<file path="src/rtl/spi_reg_slave.sv">
// SPI register slave: 16x8 register file, command byte {rd, xxx, addr[3:0]} then auto-incrementing data bytes.
// Writes land one clk after the 8th sample edge; no backpressure, clk must run at least 8x SCLK.
module spi_reg_slave #(
    parameter logic CPOL        = 1'b0,
    parameter logic CPHA        = 1'b0,
    parameter logic DEFAULT_VAL = 1'b0
) (
    input  logic         clk,
    input  logic         rst,
    input  logic         SPI_SCLK,
    input  logic         CS,
    input  logic         MOSI,
    output logic         MISO,
    output logic         busy,
    output logic         wr_strobe,
    output logic [3:0]   wr_addr,
    output logic [7:0]   wr_data,
    input  logic         loc_we,
    input  logic [3:0]   loc_addr,
    input  logic [7:0]   loc_data,
    output logic [127:0] reg_out,
    output logic         frame_err
);

    localparam logic [1:0] IDLE = 2'd0;
    localparam logic [1:0] CMD  = 2'd1;
    localparam logic [1:0] DATA = 2'd2;

    logic [1:0] sclk_sync, cs_sync, mosi_sync;
    logic       sclk_d, cs_d;
    logic       sclk_s, cs_s, mosi_s;
    logic       sclk_rise, sclk_fall, lead_edge, trail_edge;
    logic       sample_edge, shift_edge, cs_fall, cs_rise;

    logic [1:0] state;
    logic [2:0] bit_cnt;
    logic [7:0] rx_sr, tx_sr, tx_hold;
    logic [7:0] byte_val;
    logic [3:0] addr;
    logic       is_read, byte_done, first_shift;
    logic [7:0] regs [16];

    // CS synchronizer resets low so a CS held low across reset is not seen as a
    // new frame; the next real frame needs CS to go high and fall again.
    always_ff @(posedge clk) begin
        if (rst) begin
            sclk_sync <= {2{CPOL}};
            sclk_d    <= CPOL;
            cs_sync   <= 2'b00;
            cs_d      <= 1'b0;
            mosi_sync <= 2'b00;
        end else begin
            sclk_sync <= {sclk_sync[0], SPI_SCLK};
            sclk_d    <= sclk_sync[1];
            cs_sync   <= {cs_sync[0], CS};
            cs_d      <= cs_sync[1];
            mosi_sync <= {mosi_sync[0], MOSI};
        end
    end

    assign sclk_s      = sclk_sync[1];
    assign cs_s        = cs_sync[1];
    assign mosi_s      = mosi_sync[1];
    assign sclk_rise   = sclk_s & ~sclk_d;
    assign sclk_fall   = ~sclk_s & sclk_d;
    assign lead_edge   = CPOL ? sclk_fall : sclk_rise;
    assign trail_edge  = CPOL ? sclk_rise : sclk_fall;
    assign sample_edge = CPHA ? trail_edge : lead_edge;
    assign shift_edge  = CPHA ? lead_edge : trail_edge;
    assign cs_fall     = ~cs_s & cs_d;
    assign cs_rise     = cs_s & ~cs_d;
    assign byte_val    = {rx_sr[6:0], mosi_s};

    always_ff @(posedge clk) begin
        if (rst) begin
            state       <= IDLE;
            bit_cnt     <= 3'd0;
            rx_sr       <= 8'h00;
            tx_sr       <= 8'h00;
            tx_hold     <= 8'h00;
            addr        <= 4'h0;
            is_read     <= 1'b0;
            byte_done   <= 1'b0;
            first_shift <= 1'b0;
            wr_strobe   <= 1'b0;
            wr_addr     <= 4'h0;
            wr_data     <= 8'h00;
            frame_err   <= 1'b0;
            for (int i = 0; i < 16; i++) regs[i] <= 8'h00;
        end else begin
            wr_strobe <= 1'b0;
            frame_err <= 1'b0;
            if (loc_we) regs[loc_addr] <= loc_data;

            if (state == IDLE) begin
                if (cs_fall) begin
                    state       <= CMD;
                    bit_cnt     <= 3'd0;
                    tx_sr       <= 8'h5A;
                    byte_done   <= 1'b0;
                    first_shift <= 1'b1;
                end
            end else if (cs_rise) begin
                state   <= IDLE;
                bit_cnt <= 3'd0;
                if (bit_cnt != 3'd0) frame_err <= 1'b1;
            end else begin
                // The shift edge after a completed byte presents the staged next byte.
                if (shift_edge) begin
                    first_shift <= 1'b0;
                    byte_done   <= 1'b0;
                    if (byte_done)
                        tx_sr <= tx_hold;
                    else if (!(CPHA && first_shift))
                        tx_sr <= {tx_sr[6:0], 1'b0};
                end
                if (sample_edge) begin
                    rx_sr   <= byte_val;
                    bit_cnt <= bit_cnt + 3'd1;
                    if (bit_cnt == 3'd7) begin
                        byte_done <= 1'b1;
                        if (state == CMD) begin
                            state   <= DATA;
                            is_read <= byte_val[7];
                            if (byte_val[7]) begin
                                tx_hold <= regs[byte_val[3:0]];
                                addr    <= byte_val[3:0] + 4'd1;
                            end else begin
                                tx_hold <= 8'h00;
                                addr    <= byte_val[3:0];
                            end
                        end else if (is_read) begin
                            tx_hold <= regs[addr];
                            addr    <= addr + 4'd1;
                        end else begin
                            // Placed after the local write so it wins on an address clash.
                            regs[addr] <= byte_val;
                            wr_strobe  <= 1'b1;
                            wr_addr    <= addr;
                            wr_data    <= byte_val;
                            addr       <= addr + 4'd1;
                        end
                    end
                end
            end
        end
    end

    assign MISO = (state == IDLE || cs_s) ? DEFAULT_VAL : tx_sr[7];
    assign busy = (state != IDLE);

    for (genvar g = 0; g < 16; g++) begin : g_reg_out
        assign reg_out[g*8 +: 8] = regs[g];
    end

endmodule

</file>
<file path="config.mk">
export PLATFORM = sky130hd
export DESIGN_NAME = spi_reg_slave
export DESIGN_NICKNAME = d
export VERILOG_FILES = /design/src/rtl/spi_reg_slave.sv
export SDC_FILE = /design/constraint.sdc
export NUM_CORES = 1
export LEC_CHECK = 0
export CELL_PAD_IN_SITES_DETAIL_PLACEMENT = 1
export CELL_PAD_IN_SITES_GLOBAL_PLACEMENT = 1
export CORE_UTILIZATION = 43
export CTS_CLUSTER_SIZE = 12
export DETAILED_ROUTE_END_ITERATION = 10
export GPL_TIMING_DRIVEN = 0
export HOLD_SLACK_MARGIN = 0.02
export MAX_ROUTING_LAYER = met4
export PLACE_DENSITY = 0.84
export SLEW_MARGIN = 10
export SYNTH_ARGS = -nofsm -noshare
export SYNTH_HDL_FRONTEND = slang
export SYNTH_SLANG_ARGS = --single-unit
</file>
<file path="constraint.sdc">
create_clock -name clk -period 2.9 [get_ports clk]
set_input_delay 0.87 -clock clk [delete_from_list [all_inputs] [get_ports clk]]
set_output_delay 0.87 -clock clk [all_outputs]
set_load 0.005 [all_outputs]
</file>
* Word level (Yosys, flattened, before mapping)
Memories as Yosys holds them, arrays and structs flattened. A register that Yosys moved wholly into a read port is not among the register bits. Cells that the tools add are included.
Word-level totals: bits in registers 56, memories 1, word-level logic and storage cells 107, output and inout bits 144, bits in writable memories 128
Memories:
- regs | words 16, width 8, rd ports 18, clocked after memory_dff 1, write ports 16, RTL line 41 | logic [7:0] regs [16];
Cells by class: reductions and logical operators 21, multiplexer cells 49, equality and inequality tests 4, bitwise gates (word level) 12, add/subtract/negate cells 3
Operator list (number):
- 8-bit 2-to-1 mux | 10
- 4-bit 2-to-1 mux | 6
- 1-bit 2-to-1 mux | 23
- 8-bit OR reduction | 2
- 2-bit 2-to-1 mux | 6
- 3-bit 2-to-1 mux | 4
- 3-bit nonzero test | 4
- 5-bit AND reduction | 2
- 4-bit by 1-bit adder with 4-bit output, second input constant | 2
- 1-bit NOT | 8
- 4-bit AND reduction | 2
- 3-bit AND reduction | 2
- 6-bit AND reduction | 1
- 2-bit nonzero test | 3
- 1-bit AND | 4
- 2-bit AND reduction | 2
- 3-bit by 1-bit adder with 3-bit output, second input constant | 1
- 3-bit equality test, second input constant | 1
- 3-bit OR reduction | 1
- 2-bit by 1-bit equality test with 1-bit output, second input constant | 1
- 2-bit logical NOT | 1
- 2-bit by 1-bit != test with 1-bit output, second input constant | 1
- 2-bit != test, second input constant | 1
- 1-bit logical OR | 1

* Depth between registers and ports, before layout
Gate-level depths: netlist of run 1.
depth in word-level cells 10, mapped depth 9, gate-level depth less buffers 6

* Least setup slack after synthesis of run 1
Ideal clock, no wire load.
path type input -> register, start point input port rst, end point memory regs[12][0] (enable), setup slack 0.433 ns, setup time 0.329 ns, data arrival time 2.138 ns, data required time 2.571 ns, stages 5, cell sequence or4b_1 clkbuf_1 nor2_1 nor2_1 nand2_1
RTL lines:
- from (decl) | RTL line 9 | input logic rst,
- to (decl) | RTL line 41

==> impl_metrics.env, run 1 <==
export IMPL_remaining_drc_errors=0
export IMPL_floorplan_io_pins=162
export IMPL_maximum_fanout_along_the_worst_path=9
export IMPL_num_rows=57
export IMPL_setup_viol_count_final=25
export IMPL_ys_warnings_count=0
export IMPL_root_buffer="sky130_fd_sc_hd__clkbuf_16"
export IMPL_final_area_mm2=0.0136
export IMPL_core_area_mm2=0.0246
export IMPL_worst_hold_path_cell_count=1
export IMPL_avg_inst_size_synth_um2=10.5
export IMPL_critical_path_endpoint_type="flip-flop"
export IMPL_syn2layout_area_growth_pct=24.3
export IMPL_total_area_of_multi_input_combinational_cells_mm2=0.00530
export IMPL_final_cell_count_no_fill=1547
export IMPL_clock_sinks=188
export IMPL_synth_enable_flop_cells=128
export IMPL_dominantRegCellSynth="sky130_fd_sc_hd__edfxtp_1"
export IMPL_worst_hold_slack_ns=0.456
export IMPL_crit_reg2reg_launch="bit_cnt[1]"
export IMPL_share_of_synthesized_area_occupied_by_flip_flops_and_latches_pct=46.2
export IMPL_grt_util_all_layers_pct=36.6
export IMPL_cp_cell_sequence="clkdlybuf4s50_1 -> or4b_1 -> clkbuf_1 -> nor3_4 -> or3_4"
export IMPL_placed_cells_incl_taps=1510
export IMPL_final_estimated_routing_congestion_in_global_placement=0.994
export IMPL_post_dp_cell_area_mm2=0.0128
export IMPL_clk_pin_slew_worst_paths_ns=0.08
export IMPL_delay_of_the_slowest_cell_on_the_worst_path_ns=0.59
export IMPL_rr_endpoint="regs[9][3]"
export IMPL_clock_fmax_ghz=0.338
export IMPL_power_leakage_nw=4.54
export IMPL_failed_checks="negative setup slack"
export IMPL_mapped_cell_area_mm2=0.0109
export IMPL_die_span_in_y_um=161
export IMPL_worst_hold_startpoint="mosi_sync[0]"
export IMPL_cts_tree="built"
export IMPL_ys_ff_latch=188
export IMPL_slowest_stage="sky130_fd_sc_hd__or4b_1"
export IMPL_syn_inst=1035
export IMPL_share_of_power_burned_in_registers_pct=50.4
export IMPL_vias=10302
export IMPL_critPathArrivalTime_ns=3.11
export IMPL_dieWidth_um=161
export IMPL_worst_pin_slew_ns=1.00
export IMPL_outcome="complete, but fails checks"
export IMPL_crit_required_ns=3.05
export IMPL_cts_made_buffers=17
export IMPL_grt_overflow_total=0
export IMPL_post_dp_hpwl_um=34300
export IMPL_drt_wirelength_per_cell_um=30.0
export IMPL_power_switching_mw=1.78
export IMPL_setup_worst_path_start_class="primary input"
export IMPL_antenna_found_initial=2
export IMPL_r2r_slack_ns=0.32
export IMPL_detail_route_iter0_violations=1301
export IMPL_power_internal_mw=4.48
export IMPL_mappedNetlistNets=1061
export IMPL_netlist_cell_type_count=61
export IMPL_swShare_pct=28.4
export IMPL_postRouteAntennaNets=0
export IMPL_post_route_cells_drive_above_1_share_pct=16.1
export IMPL_ff_latch_area_mm2=0.00504
export IMPL_clock_tree_buffer_depth=2
export IMPL_timing_max_slew_rel_slack_pct=33.0
export IMPL_start_util_pct=44.4
export IMPL_drtPass1Iterations=5
export IMPL_final_hold_violation_count=0
export IMPL_clock_latency_ns=0.45
export IMPL_placement_io_buffers=151
export IMPL_rr_worst_depth=8
export IMPL_hold_path_class="reg2reg"
export IMPL_grt_max_degree=22
export IMPL_peakVddDrop_mv=0.496
export IMPL_dieArea_mm2=0.0260
export IMPL_sum_of_internal_switching_and_leakage_power_mw=6.25
export IMPL_cap_violations=0
export IMPL_final_setup_skew_ns=0.0200
export IMPL_final_nets=1234
export IMPL_final_min_period_over_clock_period_pct=102
export IMPL_post_route_util_pct=55.1
export IMPL_power_per_cell_area_mw_per_mm2=461
export IMPL_grt_pass1_wl_um=67000
export IMPL_rsz0062_at_grt="yes"
export IMPL_portion_of_total_power_attributed_to_the_clock_network_pct=39.4
export IMPL_hold_buffers=0
export IMPL_htree_levels=4
export IMPL_synth_async_reset_ratio_pct=0
export IMPL_drt_wl_total_um=46400
export IMPL_number_of_pins_with_negative_max_slew_slack_in_the_final_report=0
export IMPL_final_min_clock_period_ns=2.96
export IMPL_n_fill_cell=2689
export IMPL_timing_hold_worst_endpoint="mosi_sync[1]"
export IMPL_setup_slack_ns=-0.0596
export IMPL_route_detailed_vias_per_inst=6.66
export IMPL_vias_in_the_first_global_route=10282
export IMPL_combPwrFrac_pct=10.2
export IMPL_criticalPathCategory="in2reg"
[worst max-delay path by stage]
stage / depth (start not counted) / end / slack [ns] / startpoint
final: 5 / regs[0][5] / -0.06 / rst
after global routing: 6 / regs[4][7] / -0.12 / rst
after CTS: 5 / regs[0][5] / -0.22 / rst
after detailed placement: 5 / regs[3][5] / -1.02 / rst
after global placement: 5 / regs[3][6] / -0.92 / rst
after floorplan: 5 / regs[12][0] / 0.43 / rst
[layout make-up]
type,instances,share of cell area [%]
Inverter,17,0.489
Sequential cell,188,37.2
Timing Repair Buffer,154,11.3
Multi-Input combinational cell,732,39.0
Tap cell,324,2.99
Clock buffer,17,3.14
Buffer,98,4.42
Antenna cell,2,0.0369
Clock inverter,15,1.40
[per-stage QoR]
step | TNS (ns) | worst slack (ns)
global route | -2.21 | -0.121
CTS | -4.39 | -0.221
global placement | -79.32 | -0.921
floorplan | 0 | 0.433
finish | -1.19 | -0.0596
detailed placement | -96.89 | -1.02
[critical path: cells and delay by family]
kind | cells | cell delay, ns
buffers and inverters | 2 | 0.83
AND/OR/NAND/NOR | 3 | 1.40
[Yosys cell counts (2+ instances only)]
master	n	area, µm²
sky130_fd_sc_hd__xnor2_1	3	26.3
sky130_fd_sc_hd__clkbuf_4	2	15.0
sky130_fd_sc_hd__nand4b_4	7	166
sky130_fd_sc_hd__buf_1	9	33.8
sky130_fd_sc_hd__o221ai_1	6	52.6
sky130_fd_sc_hd__nor2_1	75	282
sky130_fd_sc_hd__nor2_2	2	12.5
sky130_fd_sc_hd__o21ai_1	53	265
sky130_fd_sc_hd__o21ai_0	71	355
sky130_fd_sc_hd__a211oi_1	6	45.0
sky130_fd_sc_hd__or3_1	4	25.0
sky130_fd_sc_hd__nor2b_1	15	93.8
sky130_fd_sc_hd__clkbuf_1	43	161
sky130_fd_sc_hd__mux2_2	29	327
sky130_fd_sc_hd__a22oi_1	4	30.0
sky130_fd_sc_hd__a31oi_1	2	12.5
sky130_fd_sc_hd__dfxtp_1	60	1200
sky130_fd_sc_hd__o22ai_1	14	87.6
sky130_fd_sc_hd__mux4_2	29	653
sky130_fd_sc_hd__or2_2	3	18.8
sky130_fd_sc_hd__nand2_1	132	495
sky130_fd_sc_hd__edfxtp_1	128	3840
sky130_fd_sc_hd__o21ai_2	8	70.1
sky130_fd_sc_hd__a21oi_1	44	220
sky130_fd_sc_hd__buf_12	2	40.0
sky130_fd_sc_hd__nor3b_1	2	15.0
sky130_fd_sc_hd__a2111oi_0	5	43.8
sky130_fd_sc_hd__nand2b_1	6	37.5
sky130_fd_sc_hd__nand3_1	104	521
sky130_fd_sc_hd__buf_6	17	191
sky130_fd_sc_hd__a311oi_1	6	52.6
sky130_fd_sc_hd__mux2i_1	35	350
sky130_fd_sc_hd__nand4bb_1	2	22.5
sky130_fd_sc_hd__nand4_1	2	12.5
sky130_fd_sc_hd__mux4_1	14	368
sky130_fd_sc_hd__ha_1	8	100
sky130_fd_sc_hd__nand4_4	4	85.1
sky130_fd_sc_hd__nor4b_4	4	95.1
sky130_fd_sc_hd__and2b_1	5	37.5
sky130_fd_sc_hd__nor3_1	11	55.1
sky130_fd_sc_hd__inv_1	16	60.1
sky130_fd_sc_hd__buf_2	17	85.1
sky130_fd_sc_hd__nor3_2	2	20.0
sky130_fd_sc_hd__buf_4	7	52.6
[power groups by stage]
stage | Combinational (mW) | Clock (mW) | Sequential, mW
floorplan | 0.262 | 0 | 3.11
global placement | 0.596 | 0 | 3.19
detailed placement | 0.616 | 0 | 3.19
CTS | 0.625 | 2.45 | 3.13
finish | 0.639 | 2.46 | 3.15
global route | 0.663 | 2.55 | 3.14
[sequential cells by signal, summed over array words and instances, names as in the netlist, 3 cells and up, named ones only]
name	cells
rx_sr	7
tx_hold	8
wr_addr	4
wr_data	8
tx_sr	8
addr	4
bit_cnt	3
regs	128
[logic make-up after synthesis]
group | count (synthesis) | synth area share (%)
DFF | 188 | 46.2
xor gates and xnor gates | 3 | 0.241
AOI/OAI and AO/OA | 224 | 11.8
buffers and inverters | 115 | 6.05
and+or+nand+nor | 390 | 19.2
muxes | 107 | 15.6
adders and majority gates | 8 | 0.917
[cell usage in the layout (no fill, tap or decap), types with 6 or more instances in the layout]
cell type,n
sky130_fd_sc_hd__o21ai_2,8
sky130_fd_sc_hd__edfxtp_1,128
sky130_fd_sc_hd__clkdlybuf4s50_1,151
sky130_fd_sc_hd__buf_4,10
sky130_fd_sc_hd__o221ai_1,6
sky130_fd_sc_hd__clkbuf_1,41
sky130_fd_sc_hd__clkbuf_16,17
sky130_fd_sc_hd__nor2b_1,15
sky130_fd_sc_hd__buf_2,17
sky130_fd_sc_hd__nor2_2,8
sky130_fd_sc_hd__o22ai_1,14
sky130_fd_sc_hd__buf_1,9
sky130_fd_sc_hd__mux2i_1,35
sky130_fd_sc_hd__nand4b_4,7
sky130_fd_sc_hd__mux4_2,29
sky130_fd_sc_hd__nand2_1,129
sky130_fd_sc_hd__ha_1,8
sky130_fd_sc_hd__o21ai_1,53
sky130_fd_sc_hd__buf_6,17
sky130_fd_sc_hd__mux4_1,14
sky130_fd_sc_hd__nand2b_1,6
sky130_fd_sc_hd__a311oi_1,6
sky130_fd_sc_hd__nor2_1,67
sky130_fd_sc_hd__a21oi_1,44
sky130_fd_sc_hd__clkinv_8,7
sky130_fd_sc_hd__nand3_1,104
sky130_fd_sc_hd__inv_1,16
sky130_fd_sc_hd__o21ai_0,71
sky130_fd_sc_hd__mux2_2,29
sky130_fd_sc_hd__a211oi_1,6
sky130_fd_sc_hd__dfxtp_1,60
sky130_fd_sc_hd__nor3_1,8
[routing by layer]
| layer | global-route usage [%] | routed length (µm) | vias to the layer above |
|---|---|---|---|
| met5 | - | 0 | - |
| met3 | 7.63 | 4750 | 212 |
| met1 | 44.0 | 16800 | 5120 |
| met2 | 57.3 | 21900 | 766 |
| met4 | 21.1 | 2920 | 0 |
| li1 | - | - | 4204 |
[what timing repair did]
action / CTS / global route
gates resized for setup: 11 / 16
setup endpoints to repair: 100 / 124
buffers inserted: 0 / 3
hold endpoints to repair: 0 / 0
No activity file was read; power rests on OpenSTA's default activity.
==> run 2, diff against run 1 <==
--- a/config.mk
+++ b/config.mk
@@ -11,7 +11,7 @@
 export CTS_CLUSTER_SIZE = 12
 export DETAILED_ROUTE_END_ITERATION = 10
 export GPL_TIMING_DRIVEN = 0
-export HOLD_SLACK_MARGIN = 0.02
+export HOLD_SLACK_MARGIN = 0.05
 export MAX_ROUTING_LAYER = met4
 export PLACE_DENSITY = 0.84
 export SLEW_MARGIN = 10
==> results of run 2 <==
Final layout, timing and power as in run 1 (identical DEF).
==> patch 1, RTL diff (settings of run 2) <==
The parameter `CPHA` goes from 1'b0 to 1'b1.
--- a/src/rtl/spi_reg_slave.sv
+++ b/src/rtl/spi_reg_slave.sv
@@ -2,7 +2,7 @@
 // Writes land one clk after the 8th sample edge; no backpressure, clk must run at least 8x SCLK.
 module spi_reg_slave #(
     parameter logic CPOL        = 1'b0,
-    parameter logic CPHA        = 1'b0,
+    parameter logic CPHA        = 1'b1,
     parameter logic DEFAULT_VAL = 1'b0
 ) (
     input  logic         clk,
Function: changed (a bounded check fails within 10 cycles, from zero or initial values and one cycle with rst high).
==> patch 1 against run 2 <==
- first-iteration DRC count rose by 13%
- routed wire length fell by 0.22%
- power fell by 0.83%
- global-route usage rose by 2.1 points
- sequential cell count rose by 1
- final area fell by 2.5%
- synthesized area fell by 4.5%
- setup slack improved by 0.097 ns
- largest cell class is now flip-flops and latches
- highest routed layer unchanged
==> patch 1: results (changes against run 2) <==
| Metric | Value |
|---|---|
| Status | `finished, final reports clean (was finished with violations)` |
| Leakage Power | `0.00410 uW (was 0.00454 uW)` |
| Worst-Margin Slew | `0.967 ns (was 1.00 ns)` |
| Vias per cell | `6.76 (was 6.66)` |
| Placed Cells incl. Taps | `1455 (was 1510)` |
| Mux share of post-synthesis cell area | `15.5% (was 15.6%)` |
| Post-synthesis xor/xnor area fraction | `0.252% (was 0.241%)` |
| Post-DP HPWL | `33200 um (was 34300 um)` |
| Clock Latency Late Sink | `0.47 ns (was 0.45 ns)` |
| Largest net degree at the start of global routing | `21 (was 22)` |
| Adder-cell area share of the yosys netlist | `0.960% (was 0.917%)` |
| VDD IR max | `0.284 mV (was 0.496 mV)` |
| Filler cells | `2594 (was 2689)` |
| Routed wl met3 | `5380 um (was 4750 um)` |
| Fin crit period | `2.86 ns (was 2.96 ns)` |
| Sequential Area | `5070 sq um (was 5040 sq um)` |
| Syn Inst Count | `985 (was 1035)` |
| GR met2 Demand/Resource | `61.0% (was 57.3%)` |
| Synth cell types | `51 (was 61)` |
| Layout cell share with drive strength beyond 1 | `15.9% (was 16.1%)` |
| Inverters | `20 (was 17)` |
| Total GRT Usage | `38.8% (was 36.6%)` |
| Synthesized netlist net count | `1011 (was 1061)` |
| Clock Skew | `0.0145 ns (was 0.0200 ns)` |
| Sequential cells | `189 (was 188)` |
| Slowest CP cell | `and2b_1 (was or4b_1)` |
| DR WL/cell | `30.7 um (was 30.0 um)` |
| M1 GR Usage | `46.1% (was 44.0%)` |
| Worst endpoint data arrival time | `3.01 ns (was 3.11 ns)` |
| Placer Congestion | `1.01 (was 0.994)` |
| Buffering overhead | `15.9% (was 15.7%)` |
| Clock-cell share | `4.45% (was 4.54%)` |
| Initial DRC Count | `1475 (was 1301)` |
| First-pass GRT wire length | `66000 um (was 67000 um)` |
| Most frequent cells after synthesis | `nand3_1 (143), o21ai_0 (134), edfxtp_1 (128) (was nand2_1 (132), edfxtp_1 (128), nand3_1 (104))` |
| R2R Path End | `regs[15][2] (was regs[9][3])` |
| Top post-synthesis cells by area | `edfxtp_1 (37%), mux4_2 (12%), dfxtp_1 (12%) (was edfxtp_1 (35%), dfxtp_1 (11%), mux4_2 (6.0%))` |
| Met3 Use GR | `10.2% (was 7.63%)` |
==> patch 1: what timing repair did <==
| action | CTS | global route |
|---|---|---|
| pin swaps | 10 | 1 |
| setup buffers | 14 | 4 |
| resized for setup | 33 | 10 |
| setup endpoints to repair | 188 | 90 |
==> patch 1: stage by stage <==
step | power (uW) | TNS (ns) | hold WS (ns) | instance area, sq um
floorplan | 3370 | 0 | 0.414 | 10400
global placement | 3780 | -138.92 | 0.425 | 12300
detailed placement | 3790 | -160.44 | 0.437 | 12300
CTS | 6140 | 0 | 0.459 | 13200
global route | 6300 | -0.422 | 0.467 | 13200
finish | 6200 | 0 | 0.453 | 13200
==> patch 1: report_power, final <==
| part | switching [uW] | total [uW] | internal [uW] |
|---|---|---|---|
| Sequential | 165 | 3150 | 2990 |
| Clock | 1260 | 2420 | 1160 |
| Combinational | 314 | 627 | 313 |
==> patch 2, RTL diff (flow settings as in run 2) <==
Without the edit above. Put a register stage on the outputs `MISO` and `busy`, without a reset. The values now appear one clock later. The other outputs are not delayed to match.
--- a/src/rtl/spi_reg_slave.sv
+++ b/src/rtl/spi_reg_slave.sv
@@ -146,8 +146,10 @@
         end
     end
 
-    assign MISO = (state == IDLE || cs_s) ? DEFAULT_VAL : tx_sr[7];
-    assign busy = (state != IDLE);
+    always_ff @(posedge clk) begin
+        MISO <= (state == IDLE || cs_s) ? DEFAULT_VAL : tx_sr[7];
+        busy <= (state != IDLE);
+    end
 
     for (genvar g = 0; g < 16; g++) begin : g_reg_out
         assign reg_out[g*8 +: 8] = regs[g];
Check against the original RTL: not equivalent (a bounded check fails within 10 cycles, from zero or initial values and one cycle with rst high).
==> patch 2 against run 2 <==
- the run still ends with setup timing left
- sequential share of layout area is 0.34 points higher
- synthesized cell count is 13% higher
- final area shrank 0.12%
- routed wire length up 1.3%
- synthesized area decreased by 0.70%
- sequential cell count up 2
- maximum frequency rose by 0.68%
- setup slack better by 0.020 ns
- power rose by 2.5%
- cell count up 8.3%
- critical path type unchanged
- largest power group unchanged
==> patch 2: results (changes against run 2) <==
| Metric | Value |
|---|---|
| Status | `finished with violations (unchanged)` |
| Failing checks | `setup timing (unchanged)` |
| Post-DP HPWL | `35300 um (was 34300 um)` |
| Worst-Margin Slew | `0.907 ns (was 1.00 ns)` |
| Top post-synthesis cells by area | `edfxtp_1 (35%), dfxtp_1 (11%), nand2_1 (9.5%) (was edfxtp_1 (35%), dfxtp_1 (11%), mux4_2 (6.0%))` |
| Largest net degree at the start of global routing | `23 (was 22)` |
| First-pass GRT wire length | `67600 um (was 67000 um)` |
| Ant diodes | `0 (was 2)` |
| Placer Congestion | `1.01 (was 0.994)` |
| Worst Path Max Fanout | `10 (was 9)` |
| Initial DRC Count | `1278 (was 1301)` |
| Leakage Power | `0.00429 uW (was 0.00454 uW)` |
| Clock Skew | `0.0208 ns (was 0.0200 ns)` |
| Finish-stage setup viols | `20 (was 25)` |
| DR WL/cell | `28.1 um (was 30.0 um)` |
| Int Power | `4590 uW (was 4480 uW)` |
| Synth cell types | `49 (was 61)` |
| Register area share after synthesis | `46.9% (was 46.2%)` |
| Most frequent cells after synthesis | `nand2_1 (273), o21ai_0 (136), edfxtp_1 (128) (was nand2_1 (132), edfxtp_1 (128), nand3_1 (104))` |
| CP Data Required Time | `3.15 ns (was 3.05 ns)` |
| 1st-pass router iterations | `6 (was 5)` |
| Post-route setup slack | `-0.0397 ns (was -0.0596 ns)` |
| Setup TNS Final | `-0.204 ns (was -1.19 ns)` |
| Vias in the first global route | `10500 (was 10300)` |
| Filler cells | `2854 (was 2689)` |
| VDD IR max | `0.381 mV (was 0.496 mV)` |
| Synthesized netlist net count | `1191 (was 1061)` |
| Commonest non-fill, non-tap cell in the layout | `nand2_1 (was clkdlybuf4s50_1)` |
[patch 2: cell types whose count changed after synthesis, moves of 26 or more]
cell	before	now
nand2_1	132	273
o21ai_1	53	0
mux2_2	29	3
mux2i_1	35	81
o21ai_0	71	136
nand3_1	104	54
[patch 2: cells by family (layout without fill, tap and decap cells)]
| kind of cell | count (synthesis) | after routing | share of synthesized area (%) |
|---|---|---|---|
| and+or+nand+nor | 492 | 492 | 20.9 |
| muxes | 111 | 111 | 13.4 |
| AOI/OAI and AO/OA | 236 | 236 | 12.5 |
| DFF | 190 | 190 | 46.9 |
| xor gates and xnor gates | 3 | 3 | 0.243 |
| adders and majority gates | 8 | 8 | 0.924 |
| buffers and inverters | 125 | 311 | 5.17 |
[patch 2: final timing paths]
| kind | slack (ns) | start | depth (start not counted) | to |
|---|---|---|---|---|
| max | -0.04 | rst | 8 | regs[3][1] |
| max reg2reg | 0.17 | bit_cnt[1] | 8 | regs[2][0] |
| min | 0.46 | wr_data[7] | 2 | wr_data[7] |
| min reg2reg | 0.46 | wr_data[7] | 2 | wr_data[7] |
[patch 2: cell type report]
type | count | area (sq um) | area share [%]
inverters | 21 | 78.8 | 0.582
well taps | 324 | 405 | 2.99
flip-flops and latches | 190 | 5080 | 37.5
multi-input cells | 850 | 5320 | 39.2
clock inverters | 15 | 218 | 1.61
plain buffers | 104 | 485 | 3.58
clock buffers | 17 | 425 | 3.14
repair buffers | 154 | 1530 | 11.3
[patch 2: repair_timing]
action | CTS | global route
endpoints found under the setup margin | 114 | 108
hold endpoints to repair | 0 | 0
gates cloned | 0 | 0
gates resized for setup | 11 | 21
setup buffers | 0 | 3
pin swaps | 0 | 1
[patch 2: layer usage]
metal | up-vias | share of wire [%] | track usage [%] | routed length, um
li1 | 4505 | - | - | -
met1 | 5240 | 38 | 45.3 | 17800
met2 | 680 | 47 | 59.1 | 22000
met3 | 156 | 11 | 8.63 | 4940
met4 | 0 | 4.8 | 16.3 | 2270
met5 | - | 0 | - | 0
[patch 2: critical path, stage by stage]
cell and delay (ns):
clkdlybuf4s50_1 0.55, clkbuf_2 0.34, nand4b_1 0.42, buf_4 0.25, nor3_4 0.21, buf_4 0.20, nand2_1 0.06, o21ai_0 0.29
[patch 2: power by group through the flow]
stage	clock, uW	sequential, uW	combinational [uW]
final	2610	3190	609
after global routing	2680	3180	635
after CTS	2600	3170	593
after detailed placement	0	3230	584
after global placement	0	3230	571
after floorplan	0	3140	241
[patch 2: per-stage QoR]
stage	std cells	hold slack, ns	total power (uW)
finish	1675	0.457	6410
global route	1675	0.466	6500
CTS	1672	0.461	6360
detailed placement	1640	0.447	3820
global placement	1640	0.429	3800
floorplan	1165	0.414	3380
